<file path="config.mk">
export PLATFORM = sky130hd
export DESIGN_NAME = mem_port_arbiter
export DESIGN_NICKNAME = d
export VERILOG_FILES = /design/src/rtl/mem_port_arbiter.sv
export SDC_FILE = /design/constraint.sdc
export NUM_CORES = 1
export LEC_CHECK = 0
export CORE_AREA = 2 2 229 231
export DETAILED_ROUTE_END_ITERATION = 8
export DIE_AREA = 0 0 231 233
export PLACE_DENSITY_LB_ADDON = 0.3
export RECOVER_POWER = 25
export SLEW_MARGIN = 20
export SYNTH_ARGS = -nofsm -noshare
export SYNTH_HDL_FRONTEND = slang
export SYNTH_SLANG_ARGS = --single-unit
</file>
<file path="constraint.sdc">
create_clock -name clk -period 5.1 [get_ports clk]
set_input_delay 1.275 -clock clk [delete_from_list [all_inputs] [get_ports clk]]
set_output_delay 1.275 -clock clk [all_outputs]
set_load 0.005 [all_outputs]
</file>
<file path="src/rtl/mem_port_arbiter.sv">
// Shares one memory port between icache and dcache, one transaction at a time.
// MEM_ARB_RR_EN selects round-robin ties; otherwise dcache wins every tie.
module mem_port_arbiter #(
  parameter int unsigned ADDR_W  = 64,
  parameter int unsigned DATA_W  = 64,
  parameter int unsigned TIMEOUT = 255
) (
  input  logic              clk,
  input  logic              rst,
  input  logic              icache_req_valid_i,
  input  logic [ADDR_W-1:0] icache_addr_i,
  input  logic              icache_data_wen_i,
  input  logic [DATA_W-1:0] icache_data_i,
  output logic              icache_data_valid_o,
  output logic [DATA_W-1:0] icache_data_o,
  input  logic              dcache_req_valid_i,
  input  logic [ADDR_W-1:0] dcache_addr_i,
  input  logic              dcache_data_wen_i,
  input  logic [DATA_W-1:0] dcache_data_i,
  output logic              dcache_data_valid_o,
  output logic [DATA_W-1:0] dcache_data_o,
  output logic              mem_req_valid_o,
  output logic [ADDR_W-1:0] mem_addr_o,
  output logic              mem_data_wen_o,
  output logic [DATA_W-1:0] mem_data_o,
  input  logic              mem_data_valid_i,
  input  logic [DATA_W-1:0] mem_data_i,
  output logic [1:0]        grant_o,
  output logic              err_o
);

  typedef enum logic [1:0] {
    IDLE  = 2'd0,
    GNT_I = 2'd1,
    GNT_D = 2'd2
  } state_t;

  localparam logic [15:0] TO_LAST = 16'(TIMEOUT - 1);

  state_t            r_state;
  state_t            w_next;
  logic [15:0]       r_cnt;
  logic              r_req;
  logic [ADDR_W-1:0] r_addr;
  logic              r_wen;
  logic [DATA_W-1:0] r_data;

  logic w_any;
  logic w_pick_d;
  logic w_busy;
  logic w_resp;
  logic w_tmo;
  logic w_done;
  logic w_own_i;
  logic w_own_d;

  assign w_any   = icache_req_valid_i | dcache_req_valid_i;
  assign w_own_i = (r_state == GNT_I);
  assign w_own_d = (r_state == GNT_D);
  assign w_busy  = w_own_i | w_own_d;
  assign w_resp  = w_busy & mem_data_valid_i;
  assign w_tmo   = w_busy & (r_cnt == TO_LAST);
  assign w_done  = w_resp | w_tmo;

`ifdef MEM_ARB_RR_EN
  // r_last_d = 1 when dcache held the most recent grant
  logic r_last_d;

  always_comb begin
    w_pick_d = dcache_req_valid_i;
    if (icache_req_valid_i && dcache_req_valid_i)
      w_pick_d = ~r_last_d;
  end

  always_ff @(posedge clk or negedge rst) begin
    if (!rst)
      r_last_d <= 1'b0;
    else if (r_state == IDLE && w_any)
      r_last_d <= w_pick_d;
  end
`else
  always_comb begin
    w_pick_d = dcache_req_valid_i;
  end
`endif

  always_ff @(posedge clk or negedge rst) begin
    if (!rst)
      r_state <= IDLE;
    else
      r_state <= w_next;
  end

  always_comb begin
    w_next = r_state;
    unique case (r_state)
      IDLE: begin
        if (w_any)
          w_next = w_pick_d ? GNT_D : GNT_I;
      end
      GNT_I, GNT_D: begin
        if (w_done)
          w_next = IDLE;
      end
      default: w_next = IDLE;
    endcase
  end

  always_ff @(posedge clk or negedge rst) begin
    if (!rst) begin
      r_cnt  <= '0;
      r_req  <= 1'b0;
      r_addr <= '0;
      r_wen  <= 1'b0;
      r_data <= '0;
    end else begin
      r_req <= (w_next != IDLE);
      if (!w_busy || w_done)
        r_cnt <= '0;
      else
        r_cnt <= r_cnt + 16'd1;
      if (r_state == IDLE && w_any) begin
        r_addr <= w_pick_d ? dcache_addr_i : icache_addr_i;
        r_wen  <= w_pick_d ? dcache_data_wen_i
                           : icache_data_wen_i;
        r_data <= w_pick_d ? dcache_data_i : icache_data_i;
      end
    end
  end

  assign mem_req_valid_o = r_req;
  assign mem_addr_o      = r_addr;
  assign mem_data_wen_o  = r_wen;
  assign mem_data_o      = r_data;
  assign grant_o         = {w_own_d, w_own_i};
  assign err_o           = w_tmo & ~mem_data_valid_i;

  // Timeout completions return zero data
  assign icache_data_valid_o = w_own_i & w_done;
  assign icache_data_o = (w_own_i & w_resp) ? mem_data_i : '0;
  assign dcache_data_valid_o = w_own_d & w_done;
  assign dcache_data_o = (w_own_d & w_resp) ? mem_data_i : '0;

endmodule
</file>
; After elaboration in Yosys (flattened, before gate mapping)
; Index checks and enable logic that the tools add are counted.
[totals]
in_bits = 327
regBits = 148
out_inout_bits = 263
word_cells = 37
[op_classes]
bitwise_logic = 11
n_addsub = 1
eq_ne = 3
reduce_logical = 6
n_mux = 10
[op_table]
columns = operator, count
row1 = $mux W64, 4
row2 = $add A16 B1 Y16 const B, 1
row3 = $eq A16 B8 Y1 const B, 1
row4 = $mux W16, 1
row5 = $and A1 B1 Y1, 7
row6 = $mux W2, 3
row7 = $pmux W2 S2, 1
row8 = $or A1 B1 Y1, 3
row9 = $eq A2 B1 Y1 const B, 1
row10 = $eq A2 B2 Y1 const B, 1
row11 = $logic_not A2 Y1, 1
row12 = $reduce_bool A2 Y1, 1
row13 = $reduce_or A2 Y1, 1
row14 = $logic_and A1 B1 Y1, 1
row15 = $logic_not A1 Y1, 1
row16 = $logic_or A1 B1 Y1, 1
row17 = $mux W1, 1
row18 = $not A1 Y1, 1

; Depth between registers and ports, before layout
; Gate-level depths: netlist of run 1.
[logic_depth]
word_depth = 7
ltp_mapped = 8
mapped_depth_nobuf = 6

; Worst setup path before layout of run 1
; OpenSTA, ideal clock, no wires.
[synth_path]
kind = input -> output
from = input mem_data_valid_i
to = output dcache_data_o[10]
t_required_ns = 3.825
path_slack_ns = 1.837
path_stages = 4
arrival_time_ns = 1.988
n_path_buf = 2
path_cell_list = and3_1 clkbuf_1 clkbuf_1 and2_1
[synth_between]
elab_chain_cells = 3
[synth_rtl]
columns = element, line_no
row1 = "start, declared", 26  ; input logic mem_data_valid_i,
row2 = $and A1 B1 Y1, 61  ; assign w_resp = w_busy & mem_data_valid_i;
row3 = $and A1 B1 Y1, 142  ; assign dcache_data_o = (w_own_d & w_resp) ? mem_data_i : '0;
row4 = $mux W64, 142
row5 = "end, declared", 21  ; output logic [DATA_W-1:0] dcache_data_o,
; No other way between the ends.

; Final worst setup path of run 1
[layout_path]
from = register r_cnt[0]
to = output err_o
[layout_between]
elab_chain_cells = 3
[layout_rtl]
columns = element, line_no
row1 = "start, declared", 42  ; logic [15:0] r_cnt;
row2 = "start signal, assigned", 121  ; r_cnt <= r_cnt + 16'd1;
row3 = $eq A16 B8 Y1, 62  ; assign w_tmo = w_busy & (r_cnt == TO_LAST);
row4 = $and A1 B1 Y1, 62
row5 = $and A1 B1 Y1, 136  ; assign err_o = w_tmo & ~mem_data_valid_i;
row6 = "end, declared", 29  ; output logic err_o
; No other way between the ends.

==> results of run 1 <==
-- cell usage after synthesis (2+ instances only) --
cell type / instances
xor2_1: 10
or3_1: 3
nand2_1: 132
o21ai_0: 133
nand3_1: 8
inv_1: 4
and2_1: 65
a21oi_1: 5
clkbuf_1: 61
and3_1: 68
nand4_1: 5
nor2b_1: 5
buf_2: 4
and4_1: 2
buf_4: 2
nor2_1: 13
ha_1: 6
nand2b_1: 2
mux2i_1: 129
dfrtp_1: 148
-- how the worst min path moves through the flow --
stage | end | slack (ps) | cells past startpoint
after global routing | mem_data_o[8]$_DFFE_PN0P_ | 500 | 2
after detailed placement | mem_data_o[45]$_DFFE_PN0P_ | 470 | 2
final | mem_data_o[24]$_DFFE_PN0P_ | 480 | 2
after CTS | mem_data_o[24]$_DFFE_PN0P_ | 480 | 2
after global placement | mem_addr_o[34]$_DFFE_PN0P_ | 460 | 2
after floorplan | mem_addr_o[0]$_DFFE_PN0P_ | 470 | 2
-- through the flow --
step	worst slack, ps	power (µW)
after floorplan	1840	3030
after global placement	747	4960
after detailed placement	750	4990
after CTS	531	6350
after global routing	271	6680
final	637	6200
-- routing by layer --
| metal | vias to the layer above | part of all wire | GRT usage |
|---|---|---|---|
| met4 | 2 | 0.020 | 0.0524 |
| met5 | - | 0.00034 | 0 |
| met2 | 308 | 0.50 | 0.198 |
| li1 | 3901 | - | - |
| met3 | 34 | 0.076 | 0.0377 |
| met1 | 3618 | 0.40 | 0.133 |
-- cells by family (layout without fill, tap and decap cells) --
| kind of cell | count (synthesis) | count (layout) | synth area share |
|---|---|---|---|
| simple gates | 308 | 308 | 0.202 |
| flops | 148 | 148 | 0.477 |
| compound gates | 142 | 142 | 0.0955 |
| mux | 129 | 129 | 0.166 |
| buf+inv | 72 | 635 | 0.0364 |
| xor+xnor | 11 | 11 | 0.0124 |
| fa+ha+maj | 6 | 6 | 0.00967 |
-- cell type report --
type | count | area share
flip-flops and latches | 148 | 0.248
well taps | 680 | 0.0569
inverters | 4 | 0.00100
clock inverters | 15 | 0.0108
multi-input cells | 596 | 0.253
repair buffers | 599 | 0.402
clock buffers | 17 | 0.0285
-- report_power, final --
group          switching [µW]  internal [µW]  total, µW
Combinational            1250           1670       2930
Sequential                281           1700       1980
Clock                     592            693       1280
Total                    2130           4070       6200
-- worst reg2reg max path, delay by kind of cell, from the launching register on --
family,cells,cell delay (ps)
buf+inv,1,80
compound gates,2,1080
fa+ha+maj,1,150
simple gates,2,740
flops,1,440
-- flip-flops by register name, indices dropped and copies added, names as in the netlist --
signal           count
mem_addr_o          64
mem_data_o          64
mem_data_wen_o       1
mem_req_valid_o      1
r_cnt               16
r_state              2
-- layout by cell type, fill, tap and decap left out, drive strengths merged, types with 2 or more instances in the layout --
| cell type | count |
|---|---|
| a21oi | 5 |
| and2 | 65 |
| and3 | 68 |
| and4 | 2 |
| buf | 10 |
| clkbuf | 19 |
| clkdlybuf4s50 | 587 |
| clkinvlp | 3 |
| dfrtp | 148 |
| ha | 6 |
| inv | 14 |
| mux2i | 129 |
| nand2 | 132 |
| nand2b | 2 |
| nand3 | 8 |
| nand4 | 5 |
| nor2 | 13 |
| nor2b | 5 |
| o21ai | 134 |
| or3 | 3 |
| xor2 | 10 |
==> results.ini, run 1 <==
[detailed_routing]
routed_via_density = 3.82
drt_wl_total_um = 32400
wire_per_inst_um = 15.7
drt-initial-drc-count = 266
drcViolationCount = 0
dr.pass1.iters = 4
vias = 7863
postRouteAntennaNets = 0

[global_routing]
antenna_found_initial = 2
grt_pass1_vias = 7994
grt_pass1_wl_um = 47600
gr-usage-all-layers = 0.117
grt_overflow = 0
grt_max_degree = 126

[place]
place.gp.congestion = 0.829
io_buffers = 589
dp_cells = 2027
dp_hpwl_um = 25500
placed_area_um2 = 14400

[critical_path]
worst_setup_path_start_kind = flip-flop
cp-end-kind = primary output
required_ps = 3830
path_cells = inv_1 > ha_1 > or4b_1 > nor4_1 > buf_4 > nor2b_1 > clkdlybuf4s50_1
cp_max_fo = 6
rr_worst_depth = 6
cpPeakStageDelay_ps = 600
r2r-end = mem_req_valid_o$_DFF_PN0_
critPathTopFamily = simple AND/OR/NAND/NOR gates
arrival_ps = 3190
crit_type = reg -> out
crit_path_start = r_cnt[0]$_DFF_PN0_
crit_path_end = err_o
rr_startpoint = r_cnt[0]$_DFF_PN0_
cp.buffers_inverters = 3
cp.depth = 7
r2r_setup_slack_ps = 2490
cp_slowest_cell = nor4_1

[cts]
clk_latency_ps = 470
postCtsSetupBuffers = 0
holdBufCountCts = 0
clk_path_buf_depth = 2
cts_root_buffer = clkbuf_16
clk_pin_slew_ps = 60
cts_tree = done
cts_resized = 0
cts_buffers = 17
htree_levels = 4
clock_sinks = 148

[sta]
fin_crit_ps = 4460
timing.hold.ws_ps = 476
clock.fmax_mhz = 224
hold_violations = 0
tns_ps = 0
post-route-period-util = 0.875
worst_slew_pin_slew_ps = 2330
drv_slew = 151
maxSlewHeadroom = -0.552
skew_ps = 7.74
finalSetupViolations = 0
rsz0062_at_grt = no

[cells_and_area]
fillers = 5403
fin_util = 0.292
multiInputGateArea_um2 = 3780
antennaDiodeCount = 0
drive_gt1_frac = 0.0341
nNetsFinal = 1699
ff_latch_area_um2 = 3700
finalInstanceArea_um2 = 14900
fin_cells = 2059
area_delta_synth_final_pct = 92.6

[synth]
synth-seq-area-share = 0.477
synth_top_cell_area_share = 0.477
syn_area_um2 = 7760
ys_seq_elements = 148
syn_nets = 1149
synth_edf_count = 0
syn_inst = 816
synth_async_sr_flop_share = 1.00
synth_largest_area_cell = dfrtp_1
syn_area_per_cell_um2 = 9.51
ys.warnings.count = 0
synthTopCellsByArea = dfrtp_1 48%, mux2i_1 17%, o21ai_0 8.6%
ys.flop_type = dfrtp_1
synth_cell_types = 31

[floorplan]
die_h_um = 233
ios = 590
dieArea_um2 = 53800
die-width_um = 231
core_area_um2 = 51100
fp-row-count = 83
start_util = 0.152

[outcome]
outcome = finished, violations left
violations = capacitance limit, slew limit

[pwr]
p_per_area_nw_per_um2 = 415
power.leakage_uw = 0.00638
peakVddDrop_mv = 0.252

[worst_hold_path]
min_from = mem_data_o[24]$_DFFE_PN0P_
hold_class = reg -> reg

[flow_run]
cap_violations = 2

No activity file was read; power rests on OpenSTA's default activity.
==> inputs of run 2 (changes only) <==
- MAX_ROUTING_LAYER: not set -> met4
- RECOVER_POWER: 25 -> 50
==> results.ini, run 2 (synthesized netlist as in run 1, its figures left out) <==
[outcome]
outcome = finished, violations left
violations = capacitance limit, slew limit

[pwr]
pwr-share-seq = 0.325
p_int_uw = 3960
power_switching_uw = 2110
combinationalPowerShare = 0.464
peakVddDrop_mv = 0.251
p_per_area_nw_per_um2 = 407
sw_frac_of_total = 0.348
power.leakage_uw = 0.00645
pwr-share-clk = 0.212

[sta]
tns_ps = 0
worst_slew_pin_slew_ps = 2890
fin_crit_ps = 4420
finalSetupViolations = 0
clock.fmax_mhz = 226
maxSlewHeadroom = -0.953
skew_ps = 7.25
post-route-period-util = 0.866
rsz0062_at_grt = no
timing.hold.ws_ps = 473
hold_violations = 0
drv_slew = 229

[critical_path]
cp_slowest_cell = nor4_1
critPathTopFamily = simple AND/OR/NAND/NOR gates
required_ps = 3830
cp.buffers_inverters = 3
arrival_ps = 3140
cp_max_fo = 6
rr_startpoint = r_cnt[0]$_DFF_PN0_
r2r_setup_slack_ps = 1010
rr_worst_depth = 6
cp-end-kind = primary output
path_cells = inv_1 > ha_1 > or4b_1 > nor4_1 > buf_4 > nor2b_1 > clkdlybuf4s50_1
r2r-end = mem_req_valid_o$_DFF_PN0_
worst_setup_path_start_kind = flip-flop
crit_type = reg -> out
cpPeakStageDelay_ps = 590

[cells_and_area]
drive_gt1_frac = 0.0334
fillers = 5406
final_common_cell = clkdlybuf4s50_1
nNetsFinal = 1699
final_cell_mix = 512 x clkdlybuf4s50_1, 148 x dfrtp_1, 133 x o21ai_0, 132 x nand2_1, 129 x mux2i_1
area_delta_synth_final_pct = 92.1

[global_routing]
grt_pass1_wl_um = 47500
antenna_found_initial = 2
grt_pass1_vias = 8011
grt_max_degree = 126
grt_overflow = 0
gr-usage-all-layers = 0.120

[cts]
holdBufCountCts = 0
clk_pin_slew_ps = 60
htree_levels = 4
clock_sinks = 148
cts_root_buffer = clkbuf_16
clk_latency_ps = 470
cts_tree = done
cts_resized = 0
cts_buffers = 17
clk_path_buf_depth = 2
postCtsSetupBuffers = 0

[worst_hold_path]
min_delay_path_depth = 2
min_to = mem_data_o[24]$_DFFE_PN0P_
hold_class = reg -> reg
min_from = mem_data_o[24]$_DFFE_PN0P_

[floorplan]
start_util = 0.152
ios = 590
core_area_um2 = 51100
fp-row-count = 83
die-width_um = 231
die_h_um = 233
dieArea_um2 = 53800

[place]
io_buffers = 589
dp_hpwl_um = 25500
place.gp.congestion = 0.842

[detailed_routing]
wire_per_inst_um = 15.7
drt-initial-drc-count = 320
dr.pass1.iters = 4
postRouteAntennaNets = 0
drcViolationCount = 0
drt_wl_total_um = 32400
routed_via_density = 3.83
vias = 7884

[flow_run]
cap_violations = 4

## run 2: worst register-to-register path, stage by stage (launching register included)
cell and delay (ps):
dfrtp_1 440, inv_1 80, ha_1 150, or4b_1 470, o41ai_1 2300, o32ai_1 230
or2_1 320
## run 2: cell type report
| class | instances | area, µm² | share of cell area |
|---|---|---|---|
| timing repair buffer | 599 | 5980 | 0.401 |
| multi-input combinational | 596 | 3770 | 0.253 |
| sequential | 148 | 3700 | 0.248 |
| tap | 680 | 851 | 0.0571 |
| clock buffer | 17 | 425 | 0.0285 |
| clock inverter | 15 | 161 | 0.0108 |
| inverter | 4 | 15.0 | 0.00101 |
| antenna | 1 | 2.50 | 0.000168 |
## run 2: metal layers
metal	up-vias	routed length, µm	share of wire	global-route usage
li1	3911	-	-	-
met5	-	0	0	-
met3	34	2190	0.068	0.0326
met2	299	16300	0.50	0.199
met1	3640	13200	0.41	0.136
met4	0	671	0.021	0.0530
## run 2: how the worst max path moves through the flow
stage                       start                          to  cells after the start  slack [ps]
3_5_place_dp     mem_data_valid_i         icache_data_valid_o                      5         750
3_3_place_gp     mem_data_valid_i         dcache_data_valid_o                      5         750
6_report       r_cnt[0]$_DFF_PN0_                       err_o                      7         680
5_1_grt                       rst  mem_addr_o[36]$_DFFE_PN0P_                      2         270
4_1_cts        r_cnt[0]$_DFF_PN0_                       err_o                      7         530
2_1_floorplan    mem_data_valid_i           dcache_data_o[10]                      4        1840
## run 2: power by group through the flow
stage	Combinational [µW]	Sequential, µW	Clock, µW
2_1_floorplan	998	2030	0
3_3_place_gp	2980	1980	0
3_5_place_dp	2990	2000	0
4_1_cts	2990	1990	1360
5_1_grt	3120	2040	1400
6_report	2820	1970	1290
## run 2: stage by stage
stage | utilization | area, µm² | instances | setup slack, ps | power, µW
floorplan | - | 7760 | 816 | 1840 | 3030
global placement | 0.281 | 14400 | 2027 | 747 | 4960
detailed placement | 0.281 | 14400 | 2027 | 750 | 4990
CTS | 0.293 | 15000 | 2059 | 531 | 6350
global route | 0.292 | 14900 | 2060 | 271 | 6560
finish | 0.292 | 14900 | 2060 | 683 | 6070
